`src/rtl/tcb_bist_pkg.sv`:
```
// Shared types and helpers for the TCB manager BIST.
//   state_t   : pass sequencer states
//   trk_t     : response tracking entry {vld, ren, word index}
//   PKW       : width of the pattern key (word index nibble, or LFSR state)
//   pat_byte  : fixed byte pattern {n[3:0], b[3:0]}
//   lfsr_next : one step of the 32-bit Galois LFSR
// Optional feature macro: TCB_BIST_LFSR_EN (LFSR data pattern instead of fixed bytes).
package tcb_bist_pkg;

    typedef enum logic [1:0] {IDLE, WRITE, READ, DRAIN} state_t;

    // Word index width carried through the tracking pipeline (WRD <= 2**NW).
    localparam int NW = 16;

    typedef struct packed {
        logic          vld;
        logic          ren;
        logic [NW-1:0] n;
    } trk_t;

    localparam logic [31:0] LFSR_POLY = 32'h8020_0003;
    localparam logic [31:0] LFSR_SEED = 32'h0000_0001;

`ifdef TCB_BIST_LFSR_EN
    localparam int PKW = 32;
`else
    localparam int PKW = 4;
`endif

    function automatic logic [7:0] pat_byte(input logic [3:0] n, input logic [3:0] b);
        return {n, b};
    endfunction

    function automatic logic [31:0] lfsr_next(input logic [31:0] s);
        return (s >> 1) ^ (s[0] ? LFSR_POLY : 32'h0);
    endfunction

endpackage

```
`src/rtl/tcb_bist_pat.sv`:
```
// Pattern generator: maps a key to a DAT-bit data word.
//   key : word index nibble (fixed pattern) or LFSR state (TCB_BIST_LFSR_EN)
//   pat : DAT-bit pattern word
// Optional feature macro: TCB_BIST_LFSR_EN.
module tcb_bist_pat
    import tcb_bist_pkg::*;
#(
    parameter int DAT = 32
)(
    input  logic [PKW-1:0] key,
    output logic [DAT-1:0] pat
);

    for (genvar b = 0; b < DAT/8; b++) begin : g_byte
`ifdef TCB_BIST_LFSR_EN
        // LFSR state replicated (or truncated) across the data width.
        for (genvar i = 0; i < 8; i++) begin : g_bit
            assign pat[8*b+i] = key[(8*b+i) % 32];
        end
`else
        assign pat[8*b +: 8] = pat_byte(key, 4'(b));
`endif
    end

endmodule

```
`src/rtl/tcb_bist_man.sv`:
```
// TCB manager BIST: writes WRD pattern words from base, reads them back,
// counts mismatches / error responses.
//   clk, rst (async, active-low)
//   start, idl, base          : pass control, idl/base sampled at accepted start
//   busy, done, err_cnt, err_adr : pass status
//   tcb_*                     : TCB manager request/response port
// Optional feature macro: TCB_BIST_LFSR_EN (LFSR data pattern).
module tcb_bist_man
    import tcb_bist_pkg::*;
#(
    parameter  int DLY = 1,
    parameter  int ADR = 32,
    parameter  int DAT = 32,
    parameter  int WRD = 16,
    parameter  int IDW = 4,
    localparam int BEN = DAT/8,
    localparam int SZW = $clog2($clog2(BEN)+1)
)(
    input  logic           clk,
    input  logic           rst,
    input  logic           start,
    input  logic [IDW-1:0] idl,
    input  logic [ADR-1:0] base,
    output logic           busy,
    output logic           done,
    output logic [15:0]    err_cnt,
    output logic [ADR-1:0] err_adr,
    output logic           tcb_vld,
    input  logic           tcb_rdy,
    output logic           tcb_wen,
    output logic           tcb_ren,
    output logic [ADR-1:0] tcb_adr,
    output logic [SZW-1:0] tcb_siz,
    output logic [BEN-1:0] tcb_ben,
    output logic [DAT-1:0] tcb_wdt,
    input  logic [DAT-1:0] tcb_rdt,
    input  logic           tcb_sts
);

    state_t         state_q, state_d;
    logic           vld_q, vld_d, wen_q, wen_d, done_q, done_d;
    logic [ADR-1:0] adr_q, adr_d, base_q, base_d, err_adr_q, err_adr_d;
    logic [NW-1:0]  n_q, n_d;
    logic [IDW-1:0] gap_q, gap_d, idl_q, idl_d;
    logic [15:0]    err_cnt_q, err_cnt_d;

    logic           hs, start_acc, last, pend, bad;
    trk_t           ent, chk;
    logic [PKW-1:0] req_key, chk_key;
    logic [DAT-1:0] req_pat, chk_pat;

    assign hs        = vld_q & tcb_rdy;
    assign start_acc = start & (state_q == IDLE);
    assign last      = (n_q == NW'(WRD-1));
    assign ent       = '{vld: hs, ren: ~wen_q, n: n_q};

    // Response tracking: stage 0 is the handshake itself, the entry at
    // stage DLY lines up with rdt/sts. pend means something is still
    // unchecked after this edge.
    if (DLY == 0) begin : g_nodly
        assign chk  = ent;
        assign pend = 1'b0;
    end else begin : g_dly
        trk_t sr_q [DLY];
        always_ff @(posedge clk or negedge rst) begin
            if (!rst) begin
                for (int i = 0; i < DLY; i++) sr_q[i] <= '0;
            end else begin
                sr_q[0] <= ent;
                for (int i = 1; i < DLY; i++) sr_q[i] <= sr_q[i-1];
            end
        end
        assign chk = sr_q[DLY-1];
        always_comb begin
            pend = ent.vld;
            for (int i = 0; i < DLY-1; i++) pend = pend | sr_q[i].vld;
        end
    end

`ifdef TCB_BIST_LFSR_EN
    logic [31:0] lfsr_req_q, lfsr_chk_q;
    always_ff @(posedge clk or negedge rst) begin
        if (!rst) begin
            lfsr_req_q <= LFSR_SEED;
            lfsr_chk_q <= LFSR_SEED;
        end else if (start_acc) begin
            lfsr_req_q <= LFSR_SEED;
            lfsr_chk_q <= LFSR_SEED;
        end else begin
            // Reseed after the last write so the reads replay the sequence.
            if (hs) lfsr_req_q <= (state_q == WRITE && last) ? LFSR_SEED : lfsr_next(lfsr_req_q);
            if (chk.vld && chk.ren) lfsr_chk_q <= lfsr_next(lfsr_chk_q);
        end
    end
    assign req_key = lfsr_req_q;
    assign chk_key = lfsr_chk_q;
`else
    assign req_key = n_q[3:0];
    assign chk_key = chk.n[3:0];
`endif

    tcb_bist_pat #(.DAT(DAT)) u_pat_req (.key(req_key), .pat(req_pat));
    tcb_bist_pat #(.DAT(DAT)) u_pat_chk (.key(chk_key), .pat(chk_pat));

    assign bad = chk.vld & (tcb_sts | (chk.ren & (tcb_rdt != chk_pat)));

    always_comb begin
        state_d   = state_q;
        vld_d     = vld_q;
        wen_d     = wen_q;
        adr_d     = adr_q;
        base_d    = base_q;
        n_d       = n_q;
        gap_d     = gap_q;
        idl_d     = idl_q;
        done_d    = done_q;
        err_cnt_d = err_cnt_q;
        err_adr_d = err_adr_q;
        case (state_q)
            IDLE: if (start) begin
                state_d   = WRITE;
                vld_d     = 1'b1;
                wen_d     = 1'b1;
                adr_d     = base;
                base_d    = base;
                idl_d     = idl;
                n_d       = '0;
                gap_d     = '0;
                done_d    = 1'b0;
                err_cnt_d = '0;
                err_adr_d = '0;
            end
            WRITE, READ: begin
                if (hs) begin
                    vld_d = (idl_q == '0);
                    gap_d = idl_q;
                    if (!last) begin
                        n_d   = n_q + NW'(1);
                        adr_d = adr_q + ADR'(BEN);
                    end else if (state_q == WRITE) begin
                        state_d = READ;
                        wen_d   = 1'b0;
                        n_d     = '0;
                        adr_d   = base_q;
                    end else begin
                        // Last read: DLY=0 finishes right here, else drain.
                        vld_d   = 1'b0;
                        state_d = pend ? DRAIN : IDLE;
                        done_d  = ~pend;
                    end
                end else if (!vld_q) begin
                    gap_d = gap_q - IDW'(1);
                    if (gap_q == IDW'(1)) vld_d = 1'b1;
                end
            end
            DRAIN: if (!pend) begin
                state_d = IDLE;
                done_d  = 1'b1;
            end
            default: state_d = IDLE;
        endcase
        if (bad) begin
            if (err_cnt_q != 16'hFFFF) err_cnt_d = err_cnt_q + 16'd1;
            if (err_cnt_q == 16'h0)    err_adr_d = base_q + (ADR'(chk.n) << $clog2(BEN));
        end
    end

    always_ff @(posedge clk or negedge rst) begin
        if (!rst) begin
            state_q   <= IDLE;
            vld_q     <= 1'b0;
            wen_q     <= 1'b0;
            adr_q     <= '0;
            base_q    <= '0;
            n_q       <= '0;
            gap_q     <= '0;
            idl_q     <= '0;
            done_q    <= 1'b0;
            err_cnt_q <= '0;
            err_adr_q <= '0;
        end else begin
            state_q   <= state_d;
            vld_q     <= vld_d;
            wen_q     <= wen_d;
            adr_q     <= adr_d;
            base_q    <= base_d;
            n_q       <= n_d;
            gap_q     <= gap_d;
            idl_q     <= idl_d;
            done_q    <= done_d;
            err_cnt_q <= err_cnt_d;
            err_adr_q <= err_adr_d;
        end
    end

    assign busy    = (state_q != IDLE);
    assign done    = done_q;
    assign err_cnt = err_cnt_q;
    assign err_adr = err_adr_q;
    assign tcb_vld = vld_q;
    assign tcb_wen = vld_q & wen_q;
    assign tcb_ren = vld_q & ~wen_q;
    assign tcb_adr = adr_q;
    assign tcb_siz = SZW'($clog2(BEN));
    assign tcb_ben = '1;
    assign tcb_wdt = (vld_q & wen_q) ? req_pat : '0;

endmodule

```
`config.mk`:
```
export PLATFORM = sky130hd
export DESIGN_NAME = tcb_bist_man
export DESIGN_NICKNAME = d
export VERILOG_FILES = /design/src/rtl/tcb_bist_pkg.sv /design/src/rtl/tcb_bist_pat.sv /design/src/rtl/tcb_bist_man.sv
export SDC_FILE = /design/constraint.sdc
export NUM_CORES = 1
export LEC_CHECK = 0
export CORE_MARGIN = 2
export CORE_UTILIZATION = 43
export CTS_BUF_LIST = sky130_fd_sc_hd__clkbuf_16
export DETAILED_ROUTE_END_ITERATION = 10
export PLACE_DENSITY = 0.69
export SYNTH_ARGS = -nofsm -noshare
export SYNTH_HDL_FRONTEND = slang
export SYNTH_SLANG_ARGS = --single-unit
```
`constraint.sdc`:
```
create_clock -name clk -period 6.4 [get_ports clk]
set_input_delay 1.28 -clock clk [delete_from_list [all_inputs] [get_ports clk]]
set_output_delay 1.28 -clock clk [all_outputs]
set_load 0.03 [all_outputs]
```
# Yosys cells after proc, flatten, opt, wreduce, memory -nomap -nowiden

Index checks and enable logic that the tools add are counted.
W data, S select, Z words.

Reductions and logical operators: 13
Add/sub/neg operators: 5
Muxes and demuxes: 46
Equal/unequal tests: 15
Bitwise operators: 8

Operators by type and width:

| operator                | count |
|---|---|
| $mux W32                | 9 |
| $mux W16                | 8 |
| $pmux W32 S2            | 1 |
| $add A16 B1 Y16 const B | 2 |
| $add A32 B18 Y32        | 1 |
| $add A32 B3 Y32 const B | 1 |
| $ne A32 B32 Y1          | 1 |
| $pmux W16 S2            | 1 |
| $eq A16 B4 Y1 const B   | 1 |
| $logic_not A16 Y1       | 1 |
| $ne A16 B16 Y1 const B  | 1 |
| $mux W1                 | 15 |
| $mux W4                 | 3 |
| $ne A2 B2 Y1 const B    | 6 |
| $reduce_and A5 Y1       | 2 |
| $mux W2                 | 4 |
| $pmux W4 S2             | 1 |
| $reduce_and A4 Y1       | 2 |
| $ne A3 B3 Y1 const B    | 2 |
| $pmux W2 S3             | 1 |
| $and A1 B1 Y1           | 5 |
| $eq A2 B2 Y1 const B    | 2 |
| $eq A4 B1 Y1 const B    | 1 |
| $logic_not A4 Y1        | 1 |
| 11 further kinds        | 15 |

Register bits: 159
Input bits: 73
Output and inout bits: 123
Logic and storage cells: 101

# Depth between registers and ports, before layout

Depth in word-level cells: 6
Mapped depth: 11
Gate-level depth less buffers: 9

# Hierarchy

A second synthesis with hierarchy kept.

Cells, all modules: 1204
Area total of the unflattened synthesis: 10262.3 µm²

Modules (own cells, without submodules):

| module       | cells an instance | instances | seq. area each (µm²) | area an instance (µm²) |
|---|---|---|---|---|
| tcb_bist_man | 1136              | 1         | 3978.8               | 9766.9 |
| tcb_bist_pat | 34                | 2         | 0.0                  | 247.7 |

# Worst setup path after synthesis

No wires, ideal clock.

Path kind: input to register
Start: input port tcb_rdt[4]
End: register err_cnt_q[11] (netlist: err_cnt[11])
Data arrival time: 2.810 ns
Cell stages on the path: 8
Path slack: 3.472 ns
Data required time: 6.282 ns
Buffers on the path: 1
Setup time: 0.118 ns
Path through: or4_1 -> mux2i_1 -> o2111ai_1 -> o21ba_2 -> nand2_1 -> buf_4 -> o21bai_1 -> a21o_1

Word-level cells in the longest chain between the ends: 5

Ends and longest elaborated chain:

| what                 | line                | RTL |
|---|---|---|
| start, declared      | tcb_bist_man.sv:36  | `input logic [DAT-1:0] tcb_rdt,` |
| $ne A32 B32 Y1       | tcb_bist_man.sv:105 | `assign bad = chk.vld & (tcb_sts \| (chk.ren & (tcb_rdt != chk_pat)));` |
| $and A1 B1 Y1        | tcb_bist_man.sv:105 |  |
| $or A1 B1 Y1         | tcb_bist_man.sv:105 |  |
| $and A1 B1 Y1        | tcb_bist_man.sv:105 |  |
| $mux W16             | tcb_bist_man.sv:162 | `if (bad) begin` |
| via err_cnt_d[11]    | tcb_bist_man.sv:45  | `logic [15:0] err_cnt_q, err_cnt_d;` |
| end signal, assigned | tcb_bist_man.sv:191 | `err_cnt_q <= err_cnt_d;` |
| end, declared        | tcb_bist_man.sv:45  |  |

The timed path passes the listed nets, and every way through them passes these cells.
A chain may end at the register's enable or synchronous reset.

# Worst setup path in the final report

Start: register n_q[1]
End: register adr_q[1] (netlist: tcb_adr[1])

Word-level cells in the longest chain between the ends: 4
Elaborated cells between the ends (all ways): 6
Classes of those cells: eq/ne (2); mux (3); reduce/logical (1)

Ends and longest elaborated chain:

| what                   | line                | RTL |
|---|---|---|
| start, declared        | tcb_bist_man.sv:43  | `logic [NW-1:0] n_q, n_d;` |
| start signal, assigned | tcb_bist_man.sv:187 | `n_q <= n_d;` |
| $eq A16 B4 Y1 *        | tcb_bist_man.sv:54  | `assign last = (n_q == NW'(WRD-1));` |
| $mux W32               | tcb_bist_man.sv:137 | `if (!last) begin` |
| $mux W32               | tcb_bist_man.sv:134 | `if (hs) begin` |
| $pmux W32 S2           | tcb_bist_man.sv:119 | `case (state_q)` |
| end signal, assigned   | tcb_bist_man.sv:185 | `adr_q <= adr_d;` |
| end, declared          | tcb_bist_man.sv:42  | `logic [ADR-1:0] adr_q, adr_d, base_q, base_d, err_adr_q, err_adr_d;` |

Every way passes the cells marked *; elsewhere a longest branch is shown, timed or not. The select of a mux whose other input is x is not followed.

==> summary.md <==
| Metric | Value |
|---|---|
| Initial Util | `0.439` |
| Fin. Hold Viols | `0` |
| Die ar. | `between 20000 and 25000 sq um` |
| # H-tree levels | `4` |
| Switching pwr | `approximately 0.0028 W` |
| Sum Neg Setup Slack | `0 ps` |
| Vias | `just over 8000` |
| FMAX | `about 280 MHz` |
| Top cells by count, synth | `159 x dfrtp_1, 96 x o21ai_0, 94 x nand2_1` |
| Vias in the first global route | `approximately 7500` |
| Synth Instances | `~1000` |
| # setup viols final | `0` |
| Antenna-violating nets left | `0` |
| Slew Viols, Final | `0` |
| Reg area | `3980 sq um` |
| Post-synthesis area per instance | `~9.0 sq um` |
| Port Buf Inserts | `around 180` |
| # rows | `between 50 and 60` |
| First-pass GRT wire length | `between 40000 and 50000 microns` |
| Antenna violations before repair | `0` |
| Maximum vdd drop | `between 0.2 and 0.3 mV` |
| Type of element capturing the critical path | `flip-flop` |
| WS Path Type | `reg2reg` |
| Hold_buf cts | `0` |
| Post-synth top area cell | `dfrtp_1` |
| Vias per inst | `around 5.6` |
| WHS | `between 400 and 500 ps` |
| Final net count | `~1300` |
| Seq/Total Area, Yosys | `0.431` |
| Startpoint class of the critical path | `flip-flop` |
| DP Area | `approximately 11000 sq um` |
| Reg clk slew, reported paths | `approximately 70 ps` |
| Final instance area | `~12000 sq um` |
| Period minus WS final | `between 3000 and 4000 ps` |
| Compound-gate portion of the synthesized area | `0.170` |
| Routed len/inst | `18.4 microns` |
| Multi-input logic area | `4750 sq um` |
| Ys Warns | `0` |
| Clk network pwr share | `0.173` |
| Clk root buf | `clkbuf_16` |
| Dpl hpwl | `19300 microns` |
| Reg power frac | `0.314` |
| Switching Share | `0.468` |
| Worst Path Required | `about 6800 ps` |
| Die Height | `151 microns` |
| Io pins | `roughly 200` |
| Initial drt markers | `between 600 and 700` |
| Peak per-stage delay on the critical path | `a little under 1000 ps` |
| Largest net degree at the start of global routing | `approximately 110` |
| CTS tree | `yes` |
| Max_cap viols | `0` |
| FF+latch count, synth | `around 160` |
| Skew final | `11.1 ps` |
| Simple-gate area share of the yosys netlist | `0.207` |
| Gr usage total | `0.238` |
| Router iterations before antenna repair | `6` |
| Clk buf depth | `2` |
| Final period util | `0.564` |
| Post-Syn Area | `~9200 sq um` |
| Max stage delay cell, worst path | `a21oi_1` |
| Post-synthesis mux area share | `0.0455` |
| # DRC | `0` |
| Layout Area Growth over Synthesis | `25.5%` |
| Class of the worst hold path | `reg2reg` |
| RSZ-0062 raised after global routing | `false` |
| Power per standard cell area | `510 nW/um^2` |
| Sink Count | `159` |
| CP bufs+invs | `0` |
| Total congestion overflow | `0` |
| Logic pwr share | `0.513` |
| Main synth FF type | `dfrtp_1` |
| Share of layout cells above drive strength 1 | `0.0801` |
| Worst-Margin Slew | `around 1100 ps` |
| Top post-synthesis cells by area | `dfrtp_1 43%, o21ai_0 5.2%, a21oi_1 4.5%` |
| Pleak | `between 4 and 5 nW` |
| Data arrival, critical path | `about 4000 ps` |
| Outcome | `finished clean` |
| Core Region | `~21000 sq um` |
| Largest family of logic cells by synthesized area | `simple AND/OR/NAND/NOR gates` |
| Synth cell types | `just over 70` |
| Count leader, synth | `dfrtp_1` |
| Wirelength, routed | `approximately 27000 microns` |
| Internal | `0.00314 W` |
| Critical-path cell list | `ha_1 -> and3_1 -> and4_1 -> nand2_1 -> a21oi_1 -> nor2_1 -> a21oi_1` |
| Adder-Cell Fraction of Synth Area | `0.0374` |
| Post-layout util | `0.551` |
| Crit path max fanout | `19` |
| Clock buffer count from CTS | `17` |
| Synth async-reset ratio | `1.00` |
| Rel. slew slack | `0.284` |
| Post-synthesis xor/xnor area fraction | `0.0465` |
| CTS resizes | `0` |
| Fill count | `between 1500 and 2000` |
| Worst-Skew Late Latency | `approximately 440 ps` |
| Kind of cell adding the most delay to the critical path | `simple AND/OR/NAND/NOR gates` |
| Share of the synthesized area in the top cell type | `0.431` |
| Gpl congestion | `about 0.9` |
| CP most frequent cell | `a21oi_1` |
| Die X | `151 microns` |
| Post-synth EDFFs | `0` |
| ANT cells | `0` |
| # Post-CTS Setup Buffers | `0` |
-- path summary, 6_finish.rpt --
check	cells after the start	startpoint	slack [ps]	end
max in group asynchronous	2	rst	4190	err_adr[10]$_DFF_PN0_
hold reg to reg	0	n_q[10]$_DFFE_PN0P_	480	chk[10]$_DFF_PN0_
setup reg to reg	7	n_q[1]$_DFFE_PN0P_	2790	tcb_adr[1]$_DFFE_PN0P_
setup / recovery	7	n_q[1]$_DFFE_PN0P_	2790	tcb_adr[1]$_DFFE_PN0P_
min in group asynchronous	1	rst	950	gap_q[0]$_DFFE_PN0P_
hold / removal	0	n_q[10]$_DFFE_PN0P_	480	chk[10]$_DFF_PN0_
-- sequential cells by signal, summed over array words and instances, names as in the netlist, 2 cells and up --
signal	cells
base_q	32
err_adr	32
tcb_adr	32
chk	18
err_cnt	16
n_q	16
gap_q	4
idl_q	4
state_q	2
-- worst reg2reg max path: stages, from the launching register on --
cell     delay [ps]
dfrtp_1         480
ha_1            210
and3_1          320
and4_1          770
nand2_1         530
a21oi_1         980
nor2_1           90
a21oi_1         160
-- cells in the final DEF, fill, tap and decap left out, types with 12 or more instances in the layout --
cell	count
a21oi_1	83
and3_1	16
clkbuf_16	17
clkdlybuf4s50_1	176
conb_1	18
dfrtp_1	159
ha_1	26
inv_1	23
mux2_2	32
nand2_1	94
nand3_1	82
nand4_1	21
nor2_1	69
nor3_1	24
nor4_1	12
o211ai_1	12
o21ai_0	96
xnor2_1	26
xor2_1	23
-- cell type report --
cell class / instances / area share
clock inverters: 15 / 0.0139
flip-flops and latches: 159 / 0.344
clock buffers: 17 / 0.0367
repair buffers: 186 / 0.159
inverters: 23 / 0.00745
multi-input cells: 773 / 0.410
well taps: 275 / 0.0297
-- cell families after synthesis --
logic type / Yosys count
flip-flops: 159
AO/OA/AOI/OAI: 263
multiplexers: 38
buffers and inverters: 106
AND/OR/NAND/NOR: 378
XOR/XNOR: 49
adder cells (fa/ha/maj): 27
other: 2
-- per-stage QoR --
stage	std cells	power, W	setup WS, ps
6_report	1448	0.00590	2790
5_1_grt	1448	0.00627	2460
4_1_cts	1448	0.00590	2850
3_5_place_dp	1416	0.00486	2680
3_3_place_gp	1416	0.00483	2740
2_1_floorplan	1038	0.00378	3470
-- power by group through the flow --
| stage | clock, W | combinational (W) | sequential [W] |
|---|---|---|---|
| finish | 0.00102 | 0.00303 | 0.00185 |
| floorplan | 0 | 0.00173 | 0.00206 |
| global route | 0.00109 | 0.00329 | 0.00190 |
| CTS | 0.00103 | 0.00302 | 0.00184 |
| detailed placement | 0 | 0.00300 | 0.00186 |
| global placement | 0 | 0.00297 | 0.00186 |
-- metal layers --
layer | GRT usage | vias up | part of all wire
li1 | - | 3929 | -
met1 | 0.346 | 3936 | 0.47
met2 | 0.362 | 277 | 0.45
met3 | 0.0427 | 35 | 0.060
met4 | 0.0693 | 0 | 0.015
met5 | 0 | - | 0
Power figures use the tool's default switching activity.
